===== config.mk =====
export PLATFORM = sky130hd
export DESIGN_NAME = branch_resolve
export DESIGN_NICKNAME = d
export VERILOG_FILES = /design/src/rtl/branch_resolve.sv
export SDC_FILE = /design/constraint.sdc
export NUM_CORES = 1
export LEC_CHECK = 0
export ABC_AREA = 1
export CAP_MARGIN = 20
export CORE_MARGIN = 1
export CORE_UTILIZATION = 52
export DETAILED_ROUTE_END_ITERATION = 6
export MAX_ROUTING_LAYER = met4
export PLACE_DENSITY = 0.95
export SLEW_MARGIN = 20
export SYNTH_ARGS = -nofsm -noshare
export SYNTH_HDL_FRONTEND = slang
export SYNTH_SLANG_ARGS = --single-unit
export TNS_END_PERCENT = 100

===== constraint.sdc =====
create_clock -name clk -period 5.3 [get_ports clk]
set_input_delay 1.06 -clock clk [delete_from_list [all_inputs] [get_ports clk]]
set_output_delay 1.06 -clock clk [all_outputs]
set_load 0.02 [all_outputs]

===== src/rtl/branch_resolve.sv =====
// ID-stage MIPS branch resolver: evaluates the condition, computes the target, waits for the
// delay slot, then issues a fetch redirect. Optional branch-likely support: BRANCH_LIKELY_EN.
module branch_resolve #(
   parameter int unsigned PC_W  = 32,
   parameter int unsigned CNT_W = 16
) (
   input  logic             clk,
   input  logic             resetn,
   input  logic             br_valid,
   output logic             br_ready,
   input  logic [3:0]       br_op,
   input  logic [2:0]       cmp_result,
   input  logic [PC_W-1:0]  br_pc,
   input  logic [15:0]      imm16,
   input  logic [25:0]      instr_index,
   input  logic [PC_W-1:0]  rs_data,
   input  logic             ds_valid,
   input  logic             flush,
   output logic             redirect_valid,
   input  logic             redirect_ready,
   output logic [PC_W-1:0]  redirect_pc,
   output logic             ds_annul,
   output logic [CNT_W-1:0] taken_cnt
);

   typedef enum logic [1:0] {StIdle, StDsWait, StRedirect} state_e;

   localparam logic [3:0] OpBeq  = 4'b0001;
   localparam logic [3:0] OpBne  = 4'b0010;
   localparam logic [3:0] OpBgez = 4'b0011;
   localparam logic [3:0] OpBgtz = 4'b0100;
   localparam logic [3:0] OpBlez = 4'b0101;
   localparam logic [3:0] OpBltz = 4'b0110;
   localparam logic [3:0] OpJ    = 4'b0111;
   localparam logic [3:0] OpJr   = 4'b1000;
`ifdef BRANCH_LIKELY_EN
   localparam logic [3:0] OpBeql = 4'b1001;
   localparam logic [3:0] OpBnel = 4'b1010;
`endif

   state_e           state_q, state_d;
   logic [PC_W-1:0]  target_q, target_d;
   logic [CNT_W-1:0] cnt_q, cnt_d;
`ifdef BRANCH_LIKELY_EN
   logic             annul_q, annul_d;
   logic             likely;
`endif

   logic            op_valid;
   logic            cond_taken;
   logic            accept;
   logic [1:0]      sign_cls;
   logic [PC_W-1:0] pc_plus4;
   logic [PC_W-1:0] br_target;
   logic [PC_W-1:0] j_target;
   logic [PC_W-1:0] sel_target;

   assign sign_cls  = cmp_result[1:0];
   assign pc_plus4  = br_pc + PC_W'(4);
   assign br_target = pc_plus4 + {{(PC_W-18){imm16[15]}}, imm16, 2'b00};
   assign j_target  = {pc_plus4[PC_W-1:28], instr_index, 2'b00};

   always_comb begin
      op_valid   = 1'b1;
      cond_taken = 1'b0;
`ifdef BRANCH_LIKELY_EN
      likely     = 1'b0;
`endif
      // Sign class 11 matches none of the sign cases below, so it is never taken.
      case (br_op)
         OpBeq:   cond_taken = cmp_result[2];
         OpBne:   cond_taken = !cmp_result[2];
         OpBgez:  cond_taken = (sign_cls == 2'b00) || (sign_cls == 2'b01);
         OpBgtz:  cond_taken = (sign_cls == 2'b00);
         OpBlez:  cond_taken = (sign_cls == 2'b01) || (sign_cls == 2'b10);
         OpBltz:  cond_taken = (sign_cls == 2'b10);
         OpJ:     cond_taken = 1'b1;
         OpJr:    cond_taken = 1'b1;
`ifdef BRANCH_LIKELY_EN
         OpBeql: begin
            cond_taken = cmp_result[2];
            likely     = 1'b1;
         end
         OpBnel: begin
            cond_taken = !cmp_result[2];
            likely     = 1'b1;
         end
`endif
         default: op_valid = 1'b0;
      endcase
   end

   always_comb begin
      if (br_op == OpJ) begin
         sel_target = j_target;
      end else if (br_op == OpJr) begin
         sel_target = rs_data;
      end else begin
         sel_target = br_target;
      end
   end

   assign br_ready = resetn && (state_q == StIdle);
   assign accept   = br_valid && br_ready && op_valid && !flush;

   always_comb begin
      state_d  = state_q;
      target_d = target_q;
      cnt_d    = cnt_q;
      ds_annul = 1'b0;
`ifdef BRANCH_LIKELY_EN
      annul_d  = annul_q;
`endif
      if (flush) begin
         state_d = StIdle;
`ifdef BRANCH_LIKELY_EN
         annul_d = 1'b0;
`endif
      end else begin
         case (state_q)
            StIdle: begin
               if (accept && cond_taken) begin
                  target_d = sel_target;
                  state_d  = StDsWait;
                  if (cnt_q != '1) begin
                     cnt_d = cnt_q + 1'b1;
                  end
`ifdef BRANCH_LIKELY_EN
                  annul_d = 1'b0;
               end else if (accept && likely) begin
                  annul_d = 1'b1;
                  state_d = StDsWait;
`endif
               end
            end
            StDsWait: begin
               if (ds_valid) begin
`ifdef BRANCH_LIKELY_EN
                  if (annul_q) begin
                     ds_annul = resetn;
                     annul_d  = 1'b0;
                     state_d  = StIdle;
                  end else begin
                     state_d = StRedirect;
                  end
`else
                  state_d = StRedirect;
`endif
               end
            end
            StRedirect: begin
               if (redirect_ready) begin
                  state_d = StIdle;
               end
            end
            default: state_d = StIdle;
         endcase
      end
   end

   always_ff @(posedge clk) begin
      if (!resetn) begin
         state_q  <= StIdle;
         target_q <= '0;
         cnt_q    <= '0;
`ifdef BRANCH_LIKELY_EN
         annul_q  <= 1'b0;
`endif
      end else begin
         state_q  <= state_d;
         target_q <= target_d;
         cnt_q    <= cnt_d;
`ifdef BRANCH_LIKELY_EN
         annul_q  <= annul_d;
`endif
      end
   end

   assign redirect_valid = resetn && (state_q == StRedirect);
   assign redirect_pc    = target_q;
   assign taken_cnt      = cnt_q;

endmodule


---- Yosys cells after proc, flatten, opt, wreduce, memory -nomap -nowiden ----
Cells that the tools add are included.
storage, ports and cells
  bits in registers ....................... 50
cells by class
  eq/ne operators ......................... 16
  bitwise logic cells ..................... 2
  add/subtract/negate cells ............... 3
  muxes and demuxes ....................... 8
  reduce and logical (&&, ||, !) cells .... 18
operators by type and width
  kind                                                                     count
  32-bit 2-to-1 mux                                                        2
  32-bit by 3-bit adder with 32-bit output, second input constant          1
  32-bit adder                                                             1
  16-bit by 1-bit adder with 16-bit output, second input constant          1
  4-bit by 3-bit == test with 1-bit output, second input constant          4
  16-bit inequality test, second input constant                            1
  4-bit by 2-bit == test with 1-bit output, second input constant          2
  8-bit OR reduction                                                       1
  1-bit case mux with 7 select lines                                       1
  1-bit logical AND                                                        6
  2-bit 2-to-1 mux                                                         3
  2-bit case mux with 3 select lines                                       1
  3-bit AND reduction                                                      2
  2-bit by 1-bit == test with 1-bit output, second input constant          2
  2-bit == test, second input constant                                     2
  4-bit by 1-bit == test with 1-bit output, second input constant          1
  4-bit == test, second input constant                                     1
  2-bit logical NOT                                                        2
  2-bit inequality test, second input constant                             2
  4-bit AND reduction                                                      1
  2-bit OR reduction                                                       2
  1-bit logical NOT                                                        2
  1-bit logical OR                                                         2
  2-bit by 1-bit inequality test with 1-bit output, second input constant  1
  other kinds (2)                                                          3

---- Longest topological paths before layout ----
Gate-level depths: netlist (run 1).
  depth after elaboration ................. 8
  depth in mapped cells ................... 24
  mapped depth without buffers ............ 24

---- Worst setup path after synthesis (run 1) ----
OpenSTA, ideal clock, no wires.
  kind .................................... input to register
  start point ............................. in br_pc[2]
  end point ............................... reg target_q[28] (netlist: redirect_pc[28])
  stages on the path ...................... 20
  path buffers ............................ 0
  arrival time ............................ 3,252 ps
  path slack .............................. 1,929 ps
  path through ............................ inv_1 > nor2_1 > nand2_1 > inv_1 > nand3_1 > nor3_1 > nand3_1 > xor2_1 > inv_1 > ha_1 > a21oi_1 > o21ai_0 > nand2_1 > nand2_1 > a21oi_1 > nand2_1 > nand2_1 > nand3_1 > nand2_1 > a21oi_1
on the way
  word-level cells in the longest chain between the ends .. 4
ends and longest elaborated chain
  item                                        line  text
  start: declaration                          13    input logic [PC_W-1:0] br_pc,
  32-bit by 3-bit adder with 32-bit output *  59    assign pc_plus4 = br_pc + PC_W'(4);
  32-bit adder                                60    assign br_target = pc_plus4 + {{(PC_W-18){imm16[15]}}, imm16, 2'b00};
  32-bit 2-to-1 mux                           96    end else if (br_op == OpJr) begin
  32-bit 2-to-1 mux *                         94    if (br_op == OpJ) begin
  end signal: assignment                      171   target_q <= target_d;
  end: declaration                            42    logic [PC_W-1:0] target_q, target_d;
Every way passes the cells marked *; elsewhere a longest branch is shown, timed or not.
A chain may end at the register's enable or synchronous reset.

---- Worst setup path after layout (run 1) ----
  start point ............................. in resetn
  end point ............................... out br_ready
on the way
  word-level cells in the longest chain between the ends .. 1
ends and longest elaborated chain
  item                line  text
  start: declaration  8     input logic resetn,
  1-bit logical AND   103   assign br_ready = resetn && (state_q == StIdle);
  end: declaration    10    output logic br_ready,
No other way between the ends.

==> flow_metrics.py, run 1 <==
metrics = {
    "status": {
        "status": "complete, no violations",
    },
    "logic_synthesis": {
        "ys_warn_count": 0,
        "syn_nets": 1162,
        "ys_ff_latch": 50,
        "netlist_instances": 1006,
        "yosysSeqAreaShare_pct": 17.70,
        "synth_cell_types": 33,
        "avgSynthCellArea_um2": 5.620,
        "netlist_area_um2": 5654,
    },
    "sta": {
        "hold_viol_final": 0,
        "period_minus_slack_ns": 4.215,
        "min_period_over_period_pct": 79.54,
        "setup_slack_ns": 1.085,
        "max_freq_mhz": 237.2,
        "setup_viol_count_final": 0,
        "fin_tns_setup_ns": 0,
        "rsz0062_at_grt": "no",
        "worst_clock_skew_ns": 0.01370,
        "final_max_slew_viol_count": 0,
        "relSlewSlack_pct": 40.39,
        "worst_pin_slew_ns": 0.8928,
    },
    "setup_path": {
        "arrival_ns": 3.16,
        "cp_max_fo": 32,
        "endpoint_kind": "primary output",
        "r2r_start": "taken_cnt[1]",
        "crit_type": "input pin to primary output",
        "cpPeakStageDelay_ns": 0.65,
        "r2r_slack_ns": 2.70,
        "cpMostUsedCell": "clkdlybuf4s50_1",
        "r2r-end": "taken_cnt[0]",
        "r2r_cells": 9,
        "cp.required_ns": 4.24,
        "cp-start-kind": "input pin",
        "crit_slowest_cell": "clkdlybuf4s50_1",
        "crit_chain": "clkdlybuf4s50_1, buf_4, inv_1, nor3_1, clkdlybuf4s50_1",
    },
    "placement": {
        "io_buffers": 168,
        "dp_hpwl_um": 15350,
        "dp.cells": 1287,
        "gp_congestion": 1.043,
        "placed_cell_area_um2": 7422,
        "dp_worst_setup_slack_ns": 0.8827,
    },
    "detailed_routing": {
        "post_drt_wl_per_cell_um": 14.69,
        "routed_wl_um": 19020,
        "vias": 6968,
        "vias_per_cell": 5.381,
        "drt_iter0_drc": 399,
        "ant_nets": 0,
        "drt_pass1_iterations": 7,
        "route.detailed.drc": 0,
    },
    "clocking": {
        "root_buffer": "clkbuf_8",
        "cts_buffers": 5,
        "cts_setup_buffers": 0,
        "cts-resized-gates": 0,
        "tritoncts": "done",
        "clk_pin_slew_ns": 0.09,
        "cts_buffer_depth": 2,
        "cts_htree_levels": 2,
        "cts.sinks": 50,
        "cts_hold_buf": 0,
        "insertion_delay_ns": 0.32,
    },
    "min_path": {
        "hold_path_end": "redirect_pc[1]",
        "holdPathStages": 2,
        "min_path_type": "register to register",
        "hold_start": "redirect_pc[1]",
    },
    "die": {
        "fp.dieH_um": 106.3,
        "initial_core_util_pct": 54.28,
        "fp-row-count": 37,
        "io_pins": 170,
        "core_area_um2": 10420,
        "die-area_um2": 11290,
        "fp.dieW_um": 106.3,
    },
    "final_layout": {
        "drive_above_1_share_pct": 1.984,
        "final_cell_mix": "nand2_1, clkdlybuf4s50_1, inv_1",
        "area_growth_pct": 32.91,
        "regArea_um2": 1001,
        "finalNonFillerCells": 1295,
        "layout_commonest_cell": "nand2_1",
        "stdcell_area_um2": 7515,
        "fillers": 911,
        "layout.nets": 1314,
        "num_antenna_cells": 0,
        "multiInputGateArea_um2": 4036,
    },
    "grt": {
        "grt_overflow_total": 0,
        "grt_max_degree": 58,
        "grt_usage_pct": 35.16,
        "grt_pass1_wl_um": 30890,
        "grt_pass1_vias": 6538,
        "antenna_found_initial": 0,
    },
    "pwr": {
        "power_leakage_uw": 0.003570,
        "ir_drop_mv": 0.1020,
        "p_per_area_nw_per_um2": 146.9,
    },
    "job": {
        "cap_violations": 0,
    },
}
[power by group]
| group | total [uW] | internal, uW | switching, uW | leakage [uW] |
|---|---|---|---|---|
| logic | 483 | 208 | 275 | 0.00313 |
| clock network | 238 | 94.8 | 143 | 0.0000408 |
| registers | 383 | 380 | 2.58 | 0.000403 |
| total | 1100 | 683 | 421 | 0.00357 |
[worst max-delay path, delay by kind of cell]
kind | cells | cell delay, ns
simple gates | 1 | 0.29
buf+inv | 4 | 1.79
[metal layers]
metal | GRT usage, % | routed length, um | part of all wire (%) | vias up
li1 | - | - | - | 3549
met1 | 39.91 | 7731 | 41 | 3094
met2 | 62.62 | 9432 | 50 | 275
met3 | 5.089 | 1214 | 6.4 | 50
met4 | 12.60 | 642 | 3.4 | 0
met5 | - | 0 | 0 | -
[cell type report]
class	count	share of cell area (%)
Clock buffer	5	0.9158
Multi-Input combinational cell	796	53.71
Tap cell	136	2.264
Clock inverter	3	0.3164
Inverter	132	6.593
Timing Repair Buffer	173	22.88
Sequential cell	50	13.32
[Yosys cell counts]
cell | n | area, um^2
nand4_1 | 14 | 87.58
a21oi_1 | 87 | 435.4
o211ai_1 | 5 | 37.54
or2_2 | 1 | 6.260
buf_1 | 2 | 7.510
buf_2 | 3 | 15.01
nor3_4 | 1 | 16.27
nor2_1 | 124 | 465.5
inv_1 | 128 | 480.5
buf_4 | 5 | 37.54
xnor2_1 | 20 | 175.2
a21o_1 | 3 | 22.52
fa_1 | 1 | 20.02
inv_2 | 4 | 15.01
nand2_1 | 292 | 1096
o21ai_1 | 6 | 30.03
o21ai_0 | 51 | 255.2
ha_1 | 36 | 450.4
nor3_1 | 11 | 55.05
or3_1 | 1 | 6.260
nand3b_1 | 2 | 15.01
xor2_1 | 26 | 227.7
nor4_1 | 4 | 25.02
dfxtp_1 | 50 | 1001
o21bai_1 | 7 | 52.55
clkbuf_1 | 18 | 67.56
and2_1 | 2 | 12.51
o2111ai_1 | 2 | 17.52
conb_1 | 1 | 3.750
a31o_2 | 1 | 8.760
nand3_1 | 95 | 475.5
nor3_2 | 2 | 20.02
a211oi_2 | 1 | 12.51
[registers in the layout (all words and copies together), names as in the netlist]
name	count
taken_cnt	16
state_q	2
redirect_pc	32
[cell families after synthesis]
kind of cell / share of synthesized area [%]
other: 0.06632
AOI/OAI and AO/OA: 15.42
adders and majority gates: 8.320
DFF: 17.70
and+or+nand+nor: 40.34
buffers and inverters: 11.02
xor gates and xnor gates: 7.126
[metrics by stage]
| step | util, % | hold WS [ns] | total power [uW] |
|---|---|---|---|
| final | 72.14 | 0.4833 | 1104 |
| after CTS | 72.14 | 0.4821 | 1102 |
| after floorplan | - | 0.4910 | 672.0 |
| after global placement | 71.26 | 0.4539 | 863.5 |
| after detailed placement | 71.26 | 0.4678 | 868.2 |
| after global routing | 72.14 | 0.5103 | 1176 |
[worst max-delay path by stage]
stage                            endpoint  startpoint  slack (ns)
final                            br_ready      resetn        1.08
after global routing      redirect_pc[30]    br_pc[2]        0.70
after CTS                        br_ready      resetn        1.12
after detailed placement  redirect_pc[28]    br_pc[2]        0.88
after global placement    redirect_pc[31]    br_pc[2]        1.02
after floorplan           redirect_pc[28]    br_pc[2]        1.93
No activity file was read; power rests on OpenSTA's default activity.
==> run 2: changes to the inputs <==
--- a/config.mk
+++ b/config.mk
@@ -8,7 +8,7 @@
 export ABC_AREA = 1
 export CAP_MARGIN = 20
 export CORE_MARGIN = 1
-export CORE_UTILIZATION = 52
+export CORE_UTILIZATION = 49
 export DETAILED_ROUTE_END_ITERATION = 6
 export MAX_ROUTING_LAYER = met4
 export PLACE_DENSITY = 0.95
==> constraint.sdc (replaced) <==
create_clock -name clk -period 4 [get_ports clk]
set_input_delay 0.8 -clock clk [delete_from_list [all_inputs] [get_ports clk]]
set_output_delay 0.8 -clock clk [all_outputs]
set_load 0.02 [all_outputs]
==> flow_metrics.py, run 2 (same netlist as run 1, synthesis figures left out) <==
metrics = {
    "pwr": {
        "p_per_area_nw_per_um2": 202.9,
        "clkPwrFrac_pct": 26.1,
        "power_leakage_uw": 0.003811,
        "p_seq_share_pct": 31.5,
        "netSwitchingPower_uw": 572.2,
        "swShare_pct": 35.55,
        "p_int_uw": 1037,
        "ir_drop_mv": 0.2673,
        "power_frac_comb_pct": 42.4,
    },
    "sta": {
        "rsz0062_at_grt": "no",
        "final_max_slew_viol_count": 0,
        "setup_viol_count_final": 0,
        "fin_tns_setup_ns": 0,
        "relSlewSlack_pct": 55.74,
        "min_period_over_period_pct": 91.98,
        "period_minus_slack_ns": 3.679,
        "setup_slack_ns": 0.3208,
        "max_freq_mhz": 271.8,
        "worst_clock_skew_ns": 0.008552,
        "worst_pin_slew_ns": 0.6621,
        "hold_viol_final": 0,
    },
    "detailed_routing": {
        "ant_nets": 0,
        "route.detailed.drc": 0,
        "vias": 7224,
        "drt_iter0_drc": 564,
        "vias_per_cell": 5.379,
        "drt_pass1_iterations": 5,
        "routed_wl_um": 20050,
        "post_drt_wl_per_cell_um": 14.93,
    },
    "final_layout": {
        "num_antenna_cells": 0,
        "postLayoutCoreUtil_pct": 71.91,
        "layout.nets": 1359,
        "multiInputGateArea_um2": 4051,
        "area_growth_pct": 40.30,
        "fillers": 960,
        "final_cell_mix": "nand2_1, clkdlybuf4s50_1, inv_1",
        "largest_reg_flops": 32,
        "regArea_um2": 1001,
        "layout_commonest_cell": "nand2_1",
        "drive_above_1_share_pct": 5.902,
    },
    "die": {
        "initial_core_util_pct": 51.26,
        "fp-row-count": 38,
        "fp.dieH_um": 109.4,
        "die-area_um2": 11970,
        "fp.dieW_um": 109.4,
        "io_pins": 170,
        "core_area_um2": 11030,
    },
    "clocking": {
        "clk_pin_slew_ns": 0.07,
        "cts_buffer_depth": 2,
        "cts_buffers": 5,
        "cts_htree_levels": 2,
        "insertion_delay_ns": 0.30,
        "tritoncts": "done",
        "root_buffer": "clkbuf_16",
        "cts_setup_buffers": 0,
        "cts.sinks": 50,
        "cts_hold_buf": 0,
    },
    "job": {
        "cap_violations": 0,
    },
    "setup_path": {
        "path_depth": 23,
        "cpMostUsedCell": "nand2_1",
        "crit_type": "input pin to register",
        "cp.required_ns": 4.23,
        "cp-start-kind": "input pin",
        "r2r_cells": 9,
        "r2r_slack_ns": 1.36,
        "endpoint_kind": "register",
        "r2r-end": "taken_cnt[0]",
        "crit_slowest_cell": "clkdlybuf4s50_1",
        "cp-startpoint": "br_pc[2]",
        "cpPeakStageDelay_ns": 0.51,
        "cp_max_fo": 3,
        "r2r_start": "taken_cnt[1]",
        "arrival_ns": 3.91,
        "crit_path_end": "redirect_pc[27]",
        "cp_num_buf_inv": 6,
        "path_delay_family": "simple AND/OR/NAND/NOR gates",
        "crit_chain": "clkdlybuf4s50_1, inv_1, nor2_1, nand2_1, inv_1, nand3_1, nor3_1, buf_4, nand3_1, xor2_1, inv_1, ha_1, nand2_1, buf_4, nor2_1, nand2_1, nor2_1, nand2_1, nand2_1, nand2_1, nand3_1, nand2_1, a21oi_1",
    },
    "placement": {
        "io_buffers": 168,
        "dp_worst_setup_slack_ns": 0.0002855,
        "gp_congestion": 0.9674,
        "dp_hpwl_um": 15890,
    },
    "grt": {
        "antenna_found_initial": 0,
        "grt_usage_pct": 34.89,
        "grt_pass1_vias": 6870,
        "grt_pass1_wl_um": 32000,
        "grt_overflow_total": 0,
        "grt_max_degree": 53,
    },
    "status": {
        "status": "complete, no violations",
    },
    "min_path": {
        "hold_start": "redirect_pc[4]",
        "holdPathStages": 2,
        "min_path_type": "register to register",
    },
}
==> run 2: cell types whose count changed in the layout (fill, tap and decap cells not counted), sizes merged <==
cell and change:
buf +45, inv -1
==> run 2: repair_timing <==
item | CTS | global route
hold endpoints to repair | 0 | 0
endpoints found under the setup margin | 0 | 5
gates resized for setup | 0 | 4
==> run 2: metrics by stage <==
step                      hold slack, ns  instances  power, uW  area, um^2
after floorplan                   0.4910       1006      890.5        5654
after global placement            0.4655       1336       1181        7777
after detailed placement          0.4746       1336       1189        7777
after CTS                         0.4897       1343       1605        7918
after global routing              0.5257       1343       1705        7933
final                             0.4911       1343       1610        7933
==> run 2: power by group through the flow <==
stage / clock (uW) / combinational [uW] / sequential (uW)
after detailed placement: 0 / 670 / 518
after CTS: 423 / 675 / 507
after global placement: 0 / 663 / 518
final: 420 / 682 / 507
after global routing: 440 / 757 / 508
after floorplan: 0 / 365 / 525
==> run 2: how the worst min path moves through the flow <==
stage                          end  slack [ns]
finish              redirect_pc[4]        0.49
global route          taken_cnt[3]        0.53
CTS                 redirect_pc[4]        0.49
detailed placement  redirect_pc[4]        0.47
global placement    redirect_pc[0]        0.47
floorplan               state_q[1]        0.49
==> run 2: layout make-up <==
cell class / count / share of cell area [%]
Tap cell: 140 / 2.208
Clock buffer: 5 / 1.577
Multi-Input combinational cell: 796 / 51.07
Sequential cell: 50 / 12.62
Timing Repair Buffer: 218 / 26.09
Inverter: 132 / 6.246
Clock inverter: 2 / 0.1893
==> run 2: routing by layer <==
| layer | vias up | GRT usage [%] | part of all wire (%) |
|---|---|---|---|
| met2 | 309 | 61.10 | 48 |
| met4 | 0 | 14.38 | 3.9 |
| met3 | 61 | 6.343 | 7.1 |
| met1 | 3216 | 38.98 | 41 |
| met5 | - | - | 0 |
| li1 | 3638 | - | - |
==> run 2: worst min-delay path, cell delays in order (launching register included) <==
cell     delay, ns
dfxtp_1       0.33
nor2_1        0.05
nor2_1        0.08
